<file path="config.mk">
export PLATFORM = sky130hd
export DESIGN_NAME = div
export DESIGN_NICKNAME = d
export VERILOG_FILES = /design/src/rtl/div_pkg.sv /design/src/rtl/div.sv
export SDC_FILE = /design/constraint.sdc
export NUM_CORES = 1
export LEC_CHECK = 0
export ABC_AREA = 1
export CORE_MARGIN = 4
export CORE_UTILIZATION = 60
export CTS_CLUSTER_DIAMETER = 200
export DETAILED_ROUTE_END_ITERATION = 6
export GPL_ROUTABILITY_DRIVEN = 0
export PLACE_DENSITY = 0.81
export SETUP_SLACK_MARGIN = 0.1
export SLEW_MARGIN = 25
export SYNTH_ARGS = -nofsm -noshare
export SYNTH_HDL_FRONTEND = slang
export SYNTH_SLANG_ARGS = --single-unit
</file>
<file path="constraint.sdc">
create_clock -name clk -period 4.6 [get_ports clk]
set_input_delay 0.69 -clock clk [delete_from_list [all_inputs] [get_ports clk]]
set_output_delay 0.69 -clock clk [all_outputs]
set_load 0.02 [all_outputs]
</file>
<file path="src/rtl/div_pkg.sv">
// Shared definitions for the execute-stage divider: FSM states, handshake
// levels and the common bus widths.
package div_pkg;

    typedef enum logic [1:0] {
        DIV_FREE    = 2'b00,
        DIV_BY_ZERO = 2'b01,
        DIV_ON      = 2'b10,
        DIV_END     = 2'b11
    } div_state_t;

    localparam logic RST_ENABLE           = 1'b1;
    localparam logic DIV_RESULT_READY     = 1'b1;
    localparam logic DIV_RESULT_NOT_READY = 1'b0;
    localparam logic DIV_START            = 1'b1;
    localparam logic DIV_STOP             = 1'b0;

    localparam int unsigned REG_BUS        = 32;
    localparam int unsigned DOUBLE_REG_BUS = 64;
    localparam logic [REG_BUS-1:0] ZERO_WORD = '0;

endpackage

</file>
<file path="src/rtl/div.sv">
// Multi-cycle radix-2 restoring divider for DIV/DIVU; one quotient bit per
// cycle, result returned as {remainder, quotient} and held until start drops.
module div
    import div_pkg::*;
#(
    parameter int unsigned WIDTH = REG_BUS
) (
    input  logic               clk,
    input  logic               rst,
    input  logic               signed_div_i,
    input  logic [WIDTH-1:0]   opdata1_i,
    input  logic [WIDTH-1:0]   opdata2_i,
    input  logic               start_i,
    input  logic               annul_i,
    output logic [2*WIDTH-1:0] result_o,
    output logic               ready_o
);

    localparam logic [5:0] CNT_LAST = 6'(WIDTH);

    div_state_t         state, state_n;
    logic [5:0]         cnt, cnt_n;
    logic [2*WIDTH:0]   dividend, dividend_n;
    logic [WIDTH-1:0]   divisor, divisor_n;
    logic               sgn_q, sgn_n;
    logic               neg1_q, neg1_n;
    logic               neg2_q, neg2_n;
    logic [2*WIDTH-1:0] result_n;
    logic               ready_n;

    logic [WIDTH:0]     diff;
    logic [WIDTH-1:0]   mag1, mag2;
    logic [WIDTH-1:0]   quot, rem;

    always_ff @(posedge clk) begin
        if (rst == RST_ENABLE) begin
            state    <= DIV_FREE;
            cnt      <= '0;
            dividend <= '0;
            divisor  <= '0;
            sgn_q    <= 1'b0;
            neg1_q   <= 1'b0;
            neg2_q   <= 1'b0;
            result_o <= '0;
            ready_o  <= DIV_RESULT_NOT_READY;
        end else begin
            state    <= state_n;
            cnt      <= cnt_n;
            dividend <= dividend_n;
            divisor  <= divisor_n;
            sgn_q    <= sgn_n;
            neg1_q   <= neg1_n;
            neg2_q   <= neg2_n;
            result_o <= result_n;
            ready_o  <= ready_n;
        end
    end

    always_comb begin
        state_n    = state;
        cnt_n      = cnt;
        dividend_n = dividend;
        divisor_n  = divisor;
        sgn_n      = sgn_q;
        neg1_n     = neg1_q;
        neg2_n     = neg2_q;
        result_n   = result_o;
        ready_n    = ready_o;

        // Trial subtraction of the divisor from the upper partial remainder.
        diff = {1'b0, dividend[2*WIDTH-1:WIDTH]} - {1'b0, divisor};

        mag1 = (signed_div_i && opdata1_i[WIDTH-1]) ? -opdata1_i : opdata1_i;
        mag2 = (signed_div_i && opdata2_i[WIDTH-1]) ? -opdata2_i : opdata2_i;

        quot = dividend[WIDTH-1:0];
        rem  = dividend[2*WIDTH:WIDTH+1];
        if (sgn_q && (neg1_q ^ neg2_q)) begin
            quot = -quot;
        end
        if (sgn_q && neg1_q) begin
            rem = -rem;
        end

        unique case (state)
            DIV_FREE: begin
                result_n = '0;
                ready_n  = DIV_RESULT_NOT_READY;
                if (start_i == DIV_START && !annul_i) begin
                    if (opdata2_i == ZERO_WORD[WIDTH-1:0]) begin
                        state_n = DIV_BY_ZERO;
                    end else begin
                        state_n    = DIV_ON;
                        cnt_n      = '0;
                        dividend_n = {{WIDTH{1'b0}}, mag1, 1'b0};
                        divisor_n  = mag2;
                        sgn_n      = signed_div_i;
                        neg1_n     = opdata1_i[WIDTH-1];
                        neg2_n     = opdata2_i[WIDTH-1];
                    end
                end
            end

            DIV_BY_ZERO: begin
                if (annul_i) begin
                    state_n  = DIV_FREE;
                    result_n = '0;
                    ready_n  = DIV_RESULT_NOT_READY;
                end else begin
                    state_n    = DIV_END;
                    dividend_n = '0;
                    result_n   = '0;
                    ready_n    = DIV_RESULT_READY;
                end
            end

            DIV_ON: begin
                if (annul_i) begin
                    state_n  = DIV_FREE;
                    cnt_n    = '0;
                    result_n = '0;
                    ready_n  = DIV_RESULT_NOT_READY;
                end else if (cnt != CNT_LAST) begin
                    if (diff[WIDTH]) begin
                        dividend_n = {dividend[2*WIDTH-1:0], 1'b0};
                    end else begin
                        dividend_n = {diff[WIDTH-1:0], dividend[WIDTH-1:0], 1'b1};
                    end
                    cnt_n = cnt + 6'd1;
                end else begin
                    state_n  = DIV_END;
                    cnt_n    = '0;
                    result_n = {rem, quot};
                    ready_n  = DIV_RESULT_READY;
                end
            end

            DIV_END: begin
                if (start_i == DIV_STOP) begin
                    state_n  = DIV_FREE;
                    result_n = '0;
                    ready_n  = DIV_RESULT_NOT_READY;
                end
            end

            default: begin
                state_n = DIV_FREE;
            end
        endcase
    end

endmodule

</file>
==> results by group, run 1 <==
Yosys
  • Yosys warning count: 0
  • Mapped cell area: 13210 sq um
  • Yosys cell types: 50
  • Avg Cell Area, Syn: 5.959 sq um
  • Prevailing post-synth register cell: dfxtp_1
  • Syn Inst Count: 2216
  • EDFF count, synth: 0
  • Ys async rst share: 0
  • Sequential fraction of the synthesis area: 0.2623
  • Yosys reg bits: 173
  • Net count after synthesis: 2330

Floorplan
  • FP Rows: 54
  • Initial Util: 0.6070
  • Die H: 156.4 um
  • Die area: 24450 sq um
  • Die W: 156.4 um
  • Core ar.: 21760 sq um
  • Io pins: 134

Timing
  • Tcrit/Tclk final: 0.6869
  • Final hold viol count: 0
  • RSZ-0062 raised after global routing: false
  • Final setup fails: 0
  • Post-Route Setup TNS: 0 ns
  • Setup Skew: 0.01807 ns
  • Tmin final: 3.160 ns
  • Slew headroom: 0.3707
  • Fmax: 0.3165 GHz
  • Final Max Slew Viols: 0
  • Measured slew at the worst slew-check pin: 0.9430 ns

Final layout
  • Commonest non-fill, non-tap cell in the layout: nand2_1
  • Most frequent cells in the layout: nand2_1, inv_1, a21oi_1
  • # diodes: 0
  • Final instance area: 15110 sq um
  • Fillers: 1963
  • Core Util, Final: 0.6946
  • Fraction of layout cells with a size suffix above 1: 0.04502
  • Final net count: 2411
  • Syn-to-layout area delta: 14.44%

Global routing
  • Pin count of the biggest net entering global routing: 102
  • First-pass GRT wire length: 65.44 mm
  • Vias in the first global route: 13487
  • Initial antenna violation count: 0
  • Grt total ovfl: 0
  • Gr usage total: 0.3267

CTS
  • CTS sink cnt: 173
  • CTS tree: built
  • CTS max path bufs: 2
  • Cts hold-fix bufs: 0
  • Post-CTS Setup Bufs: 0
  • Worst-path clk slew: 0.08 ns
  • H-Tree Depth: 4
  • Clk root buf: clkbuf_16
  • CTS Buf Count: 17
  • Post-cts resize count: 0
  • Clk_lat worst skew: 0.45 ns

Worst setup path
  • Largest stage delay, worst path: 0.47 ns
  • Most Frequent Cell on Critical Path: nand2_1
  • Required @ worst endpoint: 4.89 ns
  • Arr. time, crit path: 3.44 ns
  • Crit end category: flop
  • Worst setup SP type: flop
  • Setup Crit Path Kind: flop to flop
  • Critical path, cell by cell: inv_1 -> fa_1 -> inv_1 -> nand2_1 -> nand2_1 -> nand3_1 -> nand2_1 -> nand2_1 -> nand2_2 -> nand2_4 -> nand2_4 -> nand3_1 -> nand3_1 -> a21oi_1
  • FF-to-FF setup slack: 1.44 ns
  • Worst setup startpoint: dividend[33]
  • Crit Path Max Fanout: 33
  • Critical path's slowest cell: dfxtp_1
  • Origin of the critical flop-to-flop path: dividend[33]

Min path
  • HP Class: flop to flop
  • Worst Hold Launch: result_o[62]

Pwr
  • Static leakage: 7.176 nW
  • Pwr Density: 413.7 nW/um^2
  • Maximum vdd ir drop: 265.2 uV

Route
  • Vias: 14793
  • Vias per cell: 5.712
  • DR iter-0 viols: 1272
  • Drt first pass iters: 6
  • Routed len/inst: 15.70 um
  • Final wirelength: 40.66 mm
  • Routed Antenna Nets: 0
  • DRC errors left: 0

Run
  • Max_cap viols: 0

Place
  • Detailed placement HPWL: 31.04 mm
  • PortBufs: 133
  • Dpl cell area: 14530 sq um

Outcome
  • Status: complete, no violations
report_power, final:
part	leakage, nW	total (mW)	switching (mW)	internal (mW)
clock network	0.286	1.44	0.711	0.725
logic	5.48	2.89	1.99	0.900
registers	1.41	1.92	0.226	1.70
logic make-up after synthesis:
logic type | after synthesis | share of synthesized area
XOR/XNOR | 55 | 0.03648
AND/OR/NAND/NOR | 1145 | 0.3742
adder cells (fa/ha/maj) | 45 | 0.04321
AO/OA/AOI/OAI | 375 | 0.1534
buffers and inverters | 423 | 0.1305
flip-flops | 173 | 0.2623
worst paths after layout:
kind,endpoint,cells after the start
worst min-delay path,result_o[62],2
worst max-delay path,dividend[46],14
worst min register to register,result_o[62],2
worst max register to register,dividend[46],14
per-layer routing:
metal  global-route usage  vias up  share of wire
li1                     -     7271              -
met1               0.4314     6680           0.42
met2               0.5149      690           0.44
met3              0.05116      152          0.078
met4               0.1727        0          0.055
met5                    0        -              0
sequential cells by signal, indices dropped and copies added, names as in the netlist:
register  flops
result_o     64
neg1_q        1
dividend     65
divisor      32
cnt           6
state         2
neg2_q        1
ready_o       1
sgn_q         1
worst max-delay path: cells and delay by family (launching register included):
kind                     cells  cell delay (ns)
AO/OA/AOI/OAI                1             0.06
adder cells (fa/ha/maj)      1             0.46
buffers and inverters        2             0.32
flip-flops                   1             0.47
AND/OR/NAND/NOR             10             1.67
synth_stat cells, types with 6 or more instances:
cell | count | share of area
nand2_1 | 650 | 0.18
inv_1 | 328 | 0.093
a21oi_1 | 215 | 0.081
nand3_1 | 211 | 0.080
dfxtp_1 | 173 | 0.26
nor2_1 | 170 | 0.048
o21ai_0 | 89 | 0.034
ha_1 | 44 | 0.042
xor2_1 | 42 | 0.028
nand4_1 | 36 | 0.017
clkbuf_1 | 35 | 0.0099
nor3_1 | 25 | 0.0095
buf_2 | 22 | 0.0083
o21ai_1 | 19 | 0.0072
xnor2_1 | 13 | 0.0086
a31oi_1 | 11 | 0.0052
nand3_2 | 11 | 0.0083
buf_4 | 10 | 0.0057
a21oi_2 | 9 | 0.0060
buf_6 | 9 | 0.0077
nand3b_1 | 8 | 0.0045
clkinv_1 | 7 | 0.0020
or2_2 | 7 | 0.0033
inv_2 | 6 | 0.0017
stage by stage:
step	worst slack, ns	total power [mW]	instances	hold slack [ns]
3_3_place_gp	1.285	4.700	2558	0.4552
4_1_cts	1.516	6.181	2590	0.4659
6_report	1.440	6.252	2590	0.4658
5_1_grt	1.199	6.675	2590	0.4873
2_1_floorplan	2.383	4.093	2216	0.4301
3_5_place_dp	1.214	4.747	2558	0.4558
cell type report:
type	instances	area, sq um	share of cell area
well taps	280	350.3	0.02318
repair buffers	143	1408	0.09314
clock inverters	15	152.6	0.01010
flip-flops and latches	173	3463	0.2292
inverters	342	1286	0.08511
clock buffers	17	425.4	0.02815
multi-input cells	1620	8026	0.5311
Power figures use the tool's default switching activity.
==> inputs of run 2 (changes only) <==
--- a/config.mk
+++ b/config.mk
@@ -7,11 +7,11 @@
 export LEC_CHECK = 0
 export ABC_AREA = 1
 export CORE_MARGIN = 4
-export CORE_UTILIZATION = 60
+export CORE_UTILIZATION = 59
 export CTS_CLUSTER_DIAMETER = 200
 export DETAILED_ROUTE_END_ITERATION = 6
 export GPL_ROUTABILITY_DRIVEN = 0
-export PLACE_DENSITY = 0.81
+export PLACE_DENSITY = 0.79
 export SETUP_SLACK_MARGIN = 0.1
 export SLEW_MARGIN = 25
 export SYNTH_ARGS = -nofsm -noshare
==> constraint.sdc (replaced) <==
create_clock -name clk -period 3.25 [get_ports clk]
set_input_delay 0.4875 -clock clk [delete_from_list [all_inputs] [get_ports clk]]
set_output_delay 0.4875 -clock clk [all_outputs]
set_load 0.02 [all_outputs]
==> run 2 against run 1 <==
- hold slack worse by 0.11 ns
- final cell count rose by 0.42%
- non-clock buffer count rose by 12
- critical path type unchanged
- critical endpoint is now dividend[54]
- largest power group unchanged
==> results by group, run 2 (synthesis gave the netlist of run 1 again) <==
Final layout
  • # diodes: 0 (unchanged)
  • Area of the multi-input gates: 8026 sq um (unchanged)
  • Largest register FFs: 65 (unchanged)
  • Top flop regs: dividend x65, result_o x64, divisor x32
  • Most flop-heavy register: dividend
  • Final net count: 2423 (+0.50%)
  • Core Util, Final: 0.6939 (about the same)
  • Fillers: 2014 (+2.6%)
  • Seq. cell area: 3463 sq um (unchanged)
  • Commonest non-fill, non-tap cell in the layout: nand2_1
  • Fraction of layout cells with a size suffix above 1: 0.04955 (+0.004526)
  • Syn-to-layout area delta: 15.04%
  • Most frequent cells in the layout: nand2_1, inv_1, a21oi_1

CTS
  • CTS max path bufs: 2 (unchanged)
  • CTS tree: built
  • Post-cts resize count: 0 (unchanged)
  • Cts hold-fix bufs: 0 (unchanged)
  • H-Tree Depth: 4 (unchanged)
  • CTS Buf Count: 17 (unchanged)
  • Post-CTS Setup Bufs: 0 (unchanged)
  • Clk root buf: clkbuf_16
  • Worst-path clk slew: 0.07 ns (about the same)
  • CTS sink cnt: 173 (unchanged)
  • Clk_lat worst skew: 0.44 ns (about the same)

Outcome
  • Status: complete, no violations

Route
  • Final wirelength: 40.23 mm (-1.1%)
  • Routed len/inst: 15.47 um (-1.5%)
  • DRC errors left: 0 (unchanged)
  • Drt first pass iters: 6 (unchanged)
  • Vias: 14631 (-1.1%)
  • Vias per cell: 5.625 (-1.5%)
  • Routed Antenna Nets: 0 (unchanged)
  • DR iter-0 viols: 1541 (+21%)

Global routing
  • Pin count of the biggest net entering global routing: 102 (unchanged)
  • Grt total ovfl: 0 (unchanged)
  • Vias in the first global route: 13430 (-0.42%)
  • First-pass GRT wire length: 65.43 mm (about the same)
  • Gr usage total: 0.3229 (-0.003855)
  • Initial antenna violation count: 0 (unchanged)

Pwr
  • Static leakage: 7.223 nW (+0.66%)
  • Net Sw Frac: 0.4630 (-0.005746)
  • Clock Power Share: 0.223 (-0.007)
  • Maximum vdd ir drop: 333.9 uV (+26%)
  • Pwr Density: 580.2 nW/um^2 (+40%)
  • Combinational power share: 0.469 (+0.006)
  • P_sw: 4.081 mW (+39%)
  • Internal power: 4.733 mW (+43%)
  • Sequential share of power: 0.308 (about the same)

Worst setup path
  • Setup Crit Path Kind: flop to flop
  • Arr. time, crit path: 3.05 ns (-0.39 ns)
  • Crit end category: flop
  • Required @ worst endpoint: 3.53 ns (-1.36 ns)
  • Crit Path Max Fanout: 33 (unchanged)
  • Worst setup SP type: flop

Floorplan
  • Core ar.: 21890 sq um (+0.62%)
  • Io pins: 134 (unchanged)
  • Initial Util: 0.6032 (-0.003747)
  • FP Rows: 54 (unchanged)
  • Die H: 157.6 um (+0.80%)
  • Die W: 157.6 um (+0.80%)
  • Die area: 24840 sq um (+1.6%)

Place
  • Post-Place Worst Slack: 0.4012 ns (-0.8131 ns)
  • PortBufs: 133 (unchanged)
  • Detailed placement HPWL: 31.45 mm (+1.3%)

Timing
  • Fmax: 0.3621 GHz (+14%)
  • Slew headroom: 0.4637 (+0.09302)
  • Worst Slack Setup Final: 0.4880 ns (-0.9522 ns)
  • Final hold viol count: 0 (unchanged)
  • Final setup fails: 0 (unchanged)
  • Setup Skew: 0.01359 ns (-0.004483 ns)
  • RSZ-0062 raised after global routing: false
  • Tmin final: 2.762 ns (-0.3978 ns)
  • Post-Route Setup TNS: 0 ns (unchanged)
  • Measured slew at the worst slew-check pin: 0.8045 ns (-0.1385 ns)
  • Tcrit/Tclk final: 0.8498 (+0.1629)
  • Worst hold slack: 0.3540 ns (-0.1118 ns)
  • Final Max Slew Viols: 0 (unchanged)

Run
  • Max_cap viols: 0 (unchanged)

Min path
  • HP Class: input pin to flop
==> run 2: layer usage <==
| layer | up-vias | wire length [um] | track usage |
|---|---|---|---|
| li1 | 7277 | - | - |
| met4 | 0 | 1565 | 0.1360 |
| met3 | 97 | 3073 | 0.04429 |
| met2 | 639 | 18420 | 0.5282 |
| met5 | - | 0 | 0 |
| met1 | 6618 | 17170 | 0.4295 |
==> run 2: worst paths after layout <==
kind | startpoint | endpoint | slack, ns | cells past startpoint
worst max register to register | dividend[33] | dividend[54] | 0.49 | 14
worst min register to register | result_o[17] | result_o[17] | 0.47 | 2
worst max-delay path | dividend[33] | dividend[54] | 0.49 | 14
worst min-delay path | rst | cnt[4] | 0.35 | 2
==> run 2: cell type report <==
cell class,count,share of cell area
clock buffer,17,0.02800
timing repair buffer,155,0.09942
clock inverter,14,0.008484
tap,280,0.02306
inverter,342,0.08467
multi-input combinational,1620,0.5284
sequential,173,0.2280
==> run 2: stage by stage <==
step / instances / power [mW] / cell area, sq um
6_report: 2601 / 8.813 / 15190
5_1_grt: 2601 / 9.451 / 15190
4_1_cts: 2601 / 8.733 / 15190
3_5_place_dp: 2570 / 6.763 / 14630
3_3_place_gp: 2570 / 6.682 / 14630
2_1_floorplan: 2216 / 5.793 / 13210
==> run 2: power groups by stage <==
stage	sequential (mW)	combinational [mW]	clock [mW]
6_report	2.71	4.13	1.97
5_1_grt	2.74	4.64	2.07
4_1_cts	2.70	4.06	1.98
3_5_place_dp	2.74	4.02	0
3_3_place_gp	2.74	3.95	0
2_1_floorplan	2.66	3.13	0
==> run 2: worst max-delay path: stages, from the launching register on <==
cell and delay (ns):
dfxtp_1 0.45, inv_1 0.14, fa_1 0.43, inv_1 0.14
nand2_1 0.08, nand2_1 0.12, nand3_1 0.08, nand2_1 0.14
nand2_1 0.09, nand2_2 0.11, nand2_4 0.07, nand2_4 0.29
nand3_1 0.24, nand3_1 0.13, a21oi_1 0.07
